$ cat config.mk
export PLATFORM = sky130hd
export DESIGN_NAME = muxf_rr_arbiter
export DESIGN_NICKNAME = d
export VERILOG_FILES = /design/src/rtl/muxf_arb_pkg.sv /design/src/rtl/muxf_tree.sv /design/src/rtl/muxf_rr_arbiter.sv
export SDC_FILE = /design/constraint.sdc
export NUM_CORES = 1
export LEC_CHECK = 0
export CELL_PAD_IN_SITES_DETAIL_PLACEMENT = 1
export CELL_PAD_IN_SITES_GLOBAL_PLACEMENT = 2
export CORE_ASPECT_RATIO = 1.1
export CORE_MARGIN = 2
export CORE_UTILIZATION = 20
export DETAILED_ROUTE_END_ITERATION = 8
export GPL_ROUTABILITY_DRIVEN = 0
export PLACE_DENSITY_LB_ADDON = 0.1
export SETUP_SLACK_MARGIN = 0.5
export SYNTH_ARGS = -nofsm -noshare
export SYNTH_HDL_FRONTEND = slang
export SYNTH_SLANG_ARGS = --single-unit
$ cat constraint.sdc
create_clock -name CLK -period 1.9 [get_ports CLK]
set_clock_uncertainty 0.2 [all_clocks]
set_input_delay 0.38 -clock CLK [delete_from_list [all_inputs] [get_ports CLK]]
set_output_delay 0.38 -clock CLK [all_outputs]
set_load 0.03 [all_outputs]
$ cat src/rtl/muxf_arb_pkg.sv
// -----------------------------------------------------------------------------
// muxf_arb_pkg
//   Shared types and constants for the round-robin MUXF arbiter.
//     state_t  : arbiter FSM states (IDLE between packets, LOCK while an owner
//                holds the output channel).
//     SEL_W()  : width of the binary owner index for a given requester count.
//     STALL_W  : width of the optional owner-stall counter.
// -----------------------------------------------------------------------------
package muxf_arb_pkg;

    typedef enum logic {
        IDLE = 1'b0,
        LOCK = 1'b1
    } state_t;

    localparam int STALL_W = 8;

    // Owner index width; clamped to 1 so a degenerate count still yields a
    // legal vector width.
    function automatic int SEL_W(input int nreq);
        return (nreq > 1) ? $clog2(nreq) : 1;
    endfunction

endpackage

$ cat src/rtl/muxf_tree.sv
// -----------------------------------------------------------------------------
// muxf_tree
//   Binary tree of 2:1 wide-function muxes selecting one requester's beat.
//   The tree nearest the leaves is the MUXF7 level, the next MUXF8, then MUXF9,
//   so NREQ = 2/4/8 uses 1/2/3 levels. Every data bit plus the packet-end flag
//   (carried as bit DW) gets its own 2:1 cell at every node.
//
//   Ports
//     data : NREQ*DW  requester i data in bits [i*DW +: DW]
//     last : NREQ     requester end-of-packet flags
//     sel  : SEL_W    binary index of the requester to pass through
//     y    : DW+1     {last[sel], data[sel]}
// -----------------------------------------------------------------------------
module muxf_tree
    import muxf_arb_pkg::*;
#(
    parameter  int NREQ = 4,
    parameter  int DW   = 8,
    localparam int SW   = SEL_W(NREQ)
) (
    input  logic [NREQ*DW-1:0] data,
    input  logic [NREQ-1:0]    last,
    input  logic [SW-1:0]      sel,
    output logic [DW:0]        y
);

    localparam int DEPTH = $clog2(NREQ);

    // Heap-ordered nodes: node 0 is the root, leaves occupy NREQ-1..2*NREQ-2
    // in requester order, so the leaf path bits are exactly the binary index.
    logic [2*NREQ-2:0][DW:0] node;

    for (genvar i = 0; i < NREQ; i++) begin : g_leaf
        assign node[NREQ-1+i] = {last[i], data[i*DW +: DW]};
    end

    // Depth d counted from the root; the mux level is DEPTH-1-d, so the nodes
    // just above the leaves (MUXF7) are steered by sel[0].
    for (genvar d = 0; d < DEPTH; d++) begin : g_lvl
        for (genvar n = (1 << d) - 1; n < (2 << d) - 1; n++) begin : g_node
            for (genvar b = 0; b <= DW; b++) begin : g_bit
                assign node[n][b] = sel[DEPTH-1-d] ? node[2*n+2][b] : node[2*n+1][b];
            end
        end
    end

    assign y = node[0];

endmodule

$ cat src/rtl/muxf_rr_arbiter.sv
// -----------------------------------------------------------------------------
// muxf_rr_arbiter
//   Round-robin, packet-locking arbiter sharing one DW-bit valid/ready/last
//   output channel among NREQ requesters. An idle arbiter spends one cycle
//   picking the next requester after the previous owner, then locks onto it
//   until its last beat is accepted. Beats pass through a MUXF7/8/9 tree into
//   a one-beat output register with full-throughput accept-while-drain.
//
//   Optional feature (macro MUXF_ARB_TIMEOUT_EN): an owner that keeps
//   REQ_VALID low for TIMEOUT_CYC consecutive locked cycles is released and
//   ERR_TIMEOUT pulses for one cycle. Without the macro the lock is held
//   indefinitely and ERR_TIMEOUT is tied low.
//
//   Ports
//     CLK, RST_N  : clock, asynchronous active-low reset
//     REQ_VALID   : NREQ     per-requester beat valid
//     REQ_LAST    : NREQ     per-requester end of packet
//     REQ_DATA    : NREQ*DW  requester i data in [i*DW +: DW]
//     REQ_READY   : NREQ     per-requester beat accept (owner only)
//     OUT_VALID   : 1        output beat valid
//     OUT_DATA    : DW       output data
//     OUT_LAST    : 1        output end of packet
//     OUT_READY   : 1        downstream accept
//     GRANT       : NREQ     one-hot owner, zero when idle
//     SEL         : SEL_W    binary owner index steering the mux tree
//     ERR_TIMEOUT : 1        one-cycle pulse on a forced release
// -----------------------------------------------------------------------------
module muxf_rr_arbiter
    import muxf_arb_pkg::*;
#(
    parameter  int NREQ        = 4,
    parameter  int DW          = 8,
    parameter  int TIMEOUT_CYC = 16,
    localparam int SW          = SEL_W(NREQ)
) (
    input  logic               CLK,
    input  logic               RST_N,
    input  logic [NREQ-1:0]    REQ_VALID,
    input  logic [NREQ-1:0]    REQ_LAST,
    input  logic [NREQ*DW-1:0] REQ_DATA,
    output logic [NREQ-1:0]    REQ_READY,
    output logic               OUT_VALID,
    output logic [DW-1:0]      OUT_DATA,
    output logic               OUT_LAST,
    input  logic               OUT_READY,
    output logic [NREQ-1:0]    GRANT,
    output logic [SW-1:0]      SEL,
    output logic               ERR_TIMEOUT
);

    state_t          state;
    logic [SW-1:0]   ptr;
    logic [SW-1:0]   pick;
    logic [SW-1:0]   idx;
    logic [DW:0]     tree_out;
    logic            slot_free;
    logic            accept;
    logic            drain;

    muxf_tree #(
        .NREQ (NREQ),
        .DW   (DW)
    ) u_tree (
        .data (REQ_DATA),
        .last (REQ_LAST),
        .sel  (SEL),
        .y    (tree_out)
    );

    // The output slot can take a beat when empty or when its beat leaves now.
    assign slot_free = !OUT_VALID || OUT_READY;
    assign accept    = (state == LOCK) && REQ_VALID[SEL] && slot_free;
    assign drain     = OUT_VALID && OUT_READY;

    // NOTE: every signal driven in always_comb gets a default first, otherwise
    // paths that skip an assignment infer a latch.
    always_comb begin
        REQ_READY = '0;
        if (state == LOCK) begin
            REQ_READY[SEL] = slot_free;
        end
    end

    // Search from ptr+NREQ down to ptr+1 so the nearest valid requester after
    // the previous owner is the one left in pick. Truncation to SW bits is the
    // modulo-NREQ wrap; offset NREQ truncates to ptr itself (checked last).
    always_comb begin
        pick = ptr;
        idx  = ptr;
        for (int k = NREQ; k >= 1; k--) begin
            idx = ptr + SW'(k);
            if (REQ_VALID[idx]) begin
                pick = idx;
            end
        end
    end

`ifdef MUXF_ARB_TIMEOUT_EN
    localparam logic [STALL_W-1:0] STALL_LIM = STALL_W'(TIMEOUT_CYC - 1);
    logic [STALL_W-1:0] stall_cnt;
`else
    assign ERR_TIMEOUT = 1'b0;
`endif

    // NOTE: sequential state is written with non-blocking assignments so all
    // registers update from the same pre-edge values.
    always_ff @(posedge CLK or negedge RST_N) begin
        if (!RST_N) begin
            state       <= IDLE;
            GRANT       <= '0;
            SEL         <= '0;
            ptr         <= SW'(NREQ - 1);
`ifdef MUXF_ARB_TIMEOUT_EN
            stall_cnt   <= '0;
            ERR_TIMEOUT <= 1'b0;
`endif
        end else begin
`ifdef MUXF_ARB_TIMEOUT_EN
            ERR_TIMEOUT <= 1'b0;
`endif
            case (state)
                IDLE: begin
`ifdef MUXF_ARB_TIMEOUT_EN
                    stall_cnt <= '0;
`endif
                    if (|REQ_VALID) begin
                        GRANT <= {{(NREQ-1){1'b0}}, 1'b1} << pick;
                        SEL   <= pick;
                        state <= LOCK;
                    end
                end
                LOCK: begin
                    // tree_out[DW] is the owner's REQ_LAST routed through the tree.
                    if (accept && tree_out[DW]) begin
                        ptr   <= SEL;
                        GRANT <= '0;
                        state <= IDLE;
                    end
`ifdef MUXF_ARB_TIMEOUT_EN
                    if (REQ_VALID[SEL]) begin
                        stall_cnt <= '0;
                    end else if (stall_cnt == STALL_LIM) begin
                        // Forced release; no OUT_LAST is fabricated.
                        ERR_TIMEOUT <= 1'b1;
                        stall_cnt   <= '0;
                        ptr         <= SEL;
                        GRANT       <= '0;
                        state       <= IDLE;
                    end else begin
                        stall_cnt <= stall_cnt + 1'b1;
                    end
`endif
                end
                default: state <= IDLE;
            endcase
        end
    end

    // One-beat output register: load on accept, clear only when the held beat
    // leaves without a replacement.
    always_ff @(posedge CLK or negedge RST_N) begin
        if (!RST_N) begin
            OUT_VALID <= 1'b0;
            OUT_DATA  <= '0;
            OUT_LAST  <= 1'b0;
        end else if (accept) begin
            OUT_VALID <= 1'b1;
            OUT_DATA  <= tree_out[DW-1:0];
            OUT_LAST  <= tree_out[DW];
        end else if (drain) begin
            OUT_VALID <= 1'b0;
            OUT_DATA  <= '0;
            OUT_LAST  <= 1'b0;
        end
    end

endmodule
== Word level (Yosys, flattened, before mapping) ==
Index checks and enable logic that the tools add are counted.
Word-level totals
  output and inout port bits: 21
  logic and storage cells: 84
  bits in registers: 19
  bits of input ports: 43
Cells by class
  $lt $le $gt $ge: 5
  equality and inequality tests: 2
  reductions and logical operators: 12
  muxes and demuxes: 52
  shift operators: 1
  bitwise operators: 2
  add/subtract/negate cells: 3
Operators by type and width (count)
  $mux W1: 37
  $mux W8: 2
  $lt A2 B3 Y1 const B: 4
  $mux W4: 3
  $bmux W1 S2: 4
  $pmux W4 S2: 1
  $mux W2: 3
  $reduce_and A2 Y1: 3
  $logic_and A1 B1 Y1: 5
  $add A2 B2 Y2 const B: 2
  $and A4 B4 Y4: 1
  $reduce_or A4 Y1: 1
  $shl A1 B2 Y4 const A: 1
  $add A2 B1 Y2 const B: 1
  $demux W1 S2: 1
  $ge A2 B1 Y1 const B: 1
  $ne A2 B1 Y1 const B: 1
  $ne A2 B2 Y1 const B: 1
  $pmux W1 S2: 1
  $reduce_bool A2 Y1: 1
  $logic_not A1 Y1: 1
  $logic_or A1 B1 Y1: 1
  $not A1 Y1: 1

== Longest topological paths before layout ==
  depth in word-level cells: 9
  mapped depth: 5
  depth with buffers taken out: 4

== By module ==
A second synthesis with hierarchy kept.
Unflattened totals
  cells, all modules: 137
  area, all modules: 1440.1 sq um
Modules (own cells, without submodules)
  muxf_rr_arbiter: seq. area each 478.0 sq um, cells an instance 126, instances 1, area an instance 1221.2 sq um
  muxf_tree: seq. area each 0.0 sq um, cells an instance 11, instances 1, area an instance 219.0 sq um

== Worst setup path before layout ==
No wires, ideal clock.
  path type: reg2out
  start point: register SEL[1]
  end point: output REQ_READY[2]
  data required time: 1320 ps
  slack: -404 ps
  data arrival time: 1724 ps
  stages on the path, launching flop included: 4
  path through: dfrtp_1 > buf_1 > inv_1 > nor3_1
On the way
  longest elaborated chain between the ends: 6
  elaborated cells between the ends (all ways): 7
  those cells by class: order compare (2); mux (3); bitwise (1); reduce/logical (1)
Ends and longest elaborated chain
  start: declaration: line muxf_rr_arbiter.sv:47  | output logic [SW-1:0] SEL,
  start signal: assignment: line muxf_rr_arbiter.sv:128  | SEL <= pick;
  $lt A2 B3 Y1 (implied by the code) / $ge A2 B1 Y1 (equally long branches): line muxf_rr_arbiter.sv:80  | REQ_READY[SEL] = slot_free;
  $logic_and A1 B1 Y1 (implied by the code): line muxf_rr_arbiter.sv:80
  $mux W1 (implied by the code): line muxf_rr_arbiter.sv:80
  $demux W1 S2 (*): line muxf_rr_arbiter.sv:80
  $and A4 B4 Y4 (no source line) (*)
  $mux W4 (*): line muxf_rr_arbiter.sv:79  | if (state == LOCK) begin
  end: declaration: line muxf_rr_arbiter.sv:41  | output logic [NREQ-1:0] REQ_READY,
Every way passes the cells marked *; elsewhere a longest branch is shown, timed or not.

== Final worst setup path ==
  start point: register SEL[0]
  end point: register ptr[0]
On the way
  longest elaborated chain between the ends: 6
  elaborated cells between the ends (all ways): 9
  those cells by class: mux (5); reduce/logical (4)
Ends and longest elaborated chain
  $bmux W1 S2: line muxf_rr_arbiter.sv:72  | assign accept = (state == LOCK) && REQ_VALID[SEL] && slot_free;
  $mux W1 (implied by the code): line muxf_rr_arbiter.sv:72
  $logic_and A1 B1 Y1 (2 in a row): line muxf_rr_arbiter.sv:72
  $logic_and A1 B1 Y1: line muxf_rr_arbiter.sv:134  | if (accept && tree_out[DW]) begin
  $reduce_and A2 Y1 (no source line)
  end signal: assignment: line muxf_rr_arbiter.sv:112  | ptr <= SW'(NREQ - 1);
  end: declaration: line muxf_rr_arbiter.sv:52  | logic [SW-1:0] ptr;
Parallel ways exist; a longest one is shown, timed or not. The select of a mux whose other input is x is not followed.
A chain may end at the register's enable or synchronous reset.

==> impl_metrics.yaml <==
placed_design:
  place_area_um2: 2010
  place_ws_ns: -0.361
  dp_hpwl_um: 3080
  port_buffers: 62
synthesis:
  netlist.area_leader.share_pct: 36.4
  ys_seq_area_share_pct: 40.9
  yosys.area.top_type: "dfrtp_1"
  ys.warnings.count: 0
  synth_nets: 148
  avgSynthCellArea_um2: 11.1
  ys.flop_type: "dfrtp_1"
  netlist_area_um2: 1170
  synth_fa_ha_area_share_pct: 0
  synth_top_family_by_area: "multiplexers"
  yosys.area_share.simple_pct: 16.3
  synth_xor_xnor_area_share_pct: 0
  synth_edf_count: 0
  netlist_instances: 105
  yosys_register_bits: 19
  synth_common_cells: "dfrtp_1 (17), nand2_1 (17), inv_1 (10), o21ai_1 (8), mux4_2 (7)"
  synth_compound_area_share_pct: 13.9
  muxShareOfSynthArea_pct: 22.4
  synth_area_leaders: "dfrtp_1 (36%), mux4_2 (13%), mux4_1 (6.7%)"
  synthArstFlopShare_pct: 100
  ys_types: 31
hold_path:
  min_path_type: "input port to async pin"
drt:
  num_vias: 1246
  wl_per_cell_um: 14.8
  vias_per_cell: 4.42
  drtIter0Drc: 27
  drc_errors: 0
  dr.pass1.iters: 4
  ant_nets: 0
  wl_um: 4190
setup_path:
  slowest_stage: "mux4_2"
  r2r_end: "ptr[0]$_DFFE_PN1P_"
  r2r-start: "SEL[0]$_DFFE_PN0P_"
  reg2reg_setup_slack_ns: 0.09
  crit_path_end_kind: "register"
  cp.required_ns: 1.89
  crit_fanout: 3
  startpoint_type: "register"
  worstRegToRegCells: 4
  crit_arrival_ns: 1.80
  path_class: "register to register"
  cp_cell_sequence: "buf_6 -> mux4_2 -> nand4_4 -> mux2_4"
  cpPeakStageDelay_ns: 0.54
sta:
  fmax_mhz: 551
  setup_viol: 0
  rsz0062_at_grt: "true"
  fin_crit_sh_pct: 95.5
  hold_violations: 0
  finalSetupTns_ns: 0
  slew_violations: 0
  fin_crit_ns: 1.81
  fin_ws_ns: 0.0853
clocking:
  clk_pin_slew_ns: 0.08
  cts_buffer_depth: 2
  ctsHtreeMaxLevel: 1
  numCtsBuffers: 3
  hold_buffers: 0
  clock_sinks: 19
  ctsRootBufferMaster: "clkbuf_8"
  cts_tree: "yes"
  clk_latency_ns: 0.25
power_and_ir_drop:
  power.leakage_nw: 1.07
  vdd_drop_max_uv: 542
  p_total_w: 0.00372
  p_per_area_nw_per_um2: 1570
grt:
  grt_pass1_wl_um: 6880
  antenna_found_initial: 0
  grt_pass1_vias: 1312
  track_usage_pct: 13.2
  grt_overflow: 0
  grt_start_max_net_pins: 20
final_layout:
  finalInstanceArea_um2: 2370
  final_util_pct: 41.6
  final_layout_size_suffix_gt1_share_pct: 45.9
  multi_input_area_um2: 728
  diodes: 0
  num-fill-cells: 641
  nets: 249
  seq_area_um2: 483
  areaGrowthSynthToFinish_pct: 103
floorplanning:
  die-area_um2: 6470
  initial_core_util_pct: 20.5
  die_w_um: 76.9
  row_count: 29
  die_h_um: 84.2
  core_um2: 5700
  top_level_ports: 64
job:
  maxCapViolCount: 0
outcome:
  status: "finished, final reports clean"
[timing repair]
| action | in CTS | in global routing |
|---|---|---|
| hold endpoints to repair | 0 | 0 |
| cloned | 1 | 0 |
| buffers inserted | 12 | 7 |
| pin swaps | 14 | 5 |
| setup endpoints to repair | 39 | 39 |
| resized for setup | 118 | 26 |
[layout by cell type (no fill, tap or decap), drive strengths merged, types with 2 or more instances in the layout]
master	n
nand2b	4
nor2b	2
dfstp	2
a32o	4
dlygate4sd2	3
inv	10
clkbuf	4
nand2	17
a22oi	2
nor3	4
a21oi	2
nand3	2
o21ai	10
clkdlybuf4s50	37
nor2	4
dfrtp	17
buf	59
mux4	10
clkdlybuf4s15	2
[metal layers]
layer	up-vias	global-route usage [%]	part of all wire [%]
met1	629	16.7	42
li1	582	-	-
met5	-	0	0
met4	0	1.49	0.45
met3	2	3.66	4.2
met2	33	23.3	53
[cell families after synthesis]
group                  count (synthesis)
and+or+nand+nor                       37
AOI/OAI and AO/OA                     20
DFF                                   19
buffers and inverters                 16
muxes                                 12
other                                  1
[state kept, by name, summed over array words and instances, names as in the netlist]
name	flops
GRANT	4
ptr	2
OUT_LAST	1
OUT_VALID	1
state	1
OUT_DATA	8
SEL	2
[worst max path at each step]
stage                                   from                 endpoint  cells past startpoint  slack (ns)
after CTS                 SEL[0]$_DFFE_PN0P_       ptr[0]$_DFFE_PN1P_                      4        0.09
final                     SEL[0]$_DFFE_PN0P_       ptr[0]$_DFFE_PN1P_                      4        0.09
after detailed placement        REQ_VALID[0]  OUT_DATA[5]$_DFFE_PN0P_                      5       -0.36
after global routing      SEL[1]$_DFFE_PN0P_             REQ_READY[2]                      3        0.03
after floorplan           SEL[0]$_DFFE_PN0P_       ptr[0]$_DFFE_PN1P_                      4       -0.01
after global placement          REQ_VALID[0]       ptr[0]$_DFFE_PN1P_                      4       -0.30
[critical path, delay by kind of cell (launching register included)]
family,cells,cell delay [ns]
mux,2,0.84
simple gates,1,0.15
buf+inv,1,0.12
flops,1,0.43
[area by class of cell]
| type | instances | area share [%] |
|---|---|---|
| inverter | 10 | 1.58 |
| sequential | 19 | 20.4 |
| clock buffer | 4 | 1.90 |
| multi-input combinational | 71 | 30.7 |
| tap | 77 | 4.07 |
| timing repair buffer | 101 | 41.3 |
[power breakdown]
part / leakage [nW] / switching [W] / total, W / internal, W
clock network: 0.0228 / 0.000143 / 0.000292 / 0.000149
registers: 0.230 / 0.000203 / 0.000815 / 0.000612
logic: 0.814 / 0.00124 / 0.00261 / 0.00137
[per-stage QoR]
step | std cells | hold slack [ns]
after floorplan | 105 | -0.116
after global placement | 258 | 0.271
after detailed placement | 258 | 0.278
after CTS | 275 | 0.270
after global routing | 282 | 0.286
final | 282 | 0.265
(Power assumes the default switching activity.)
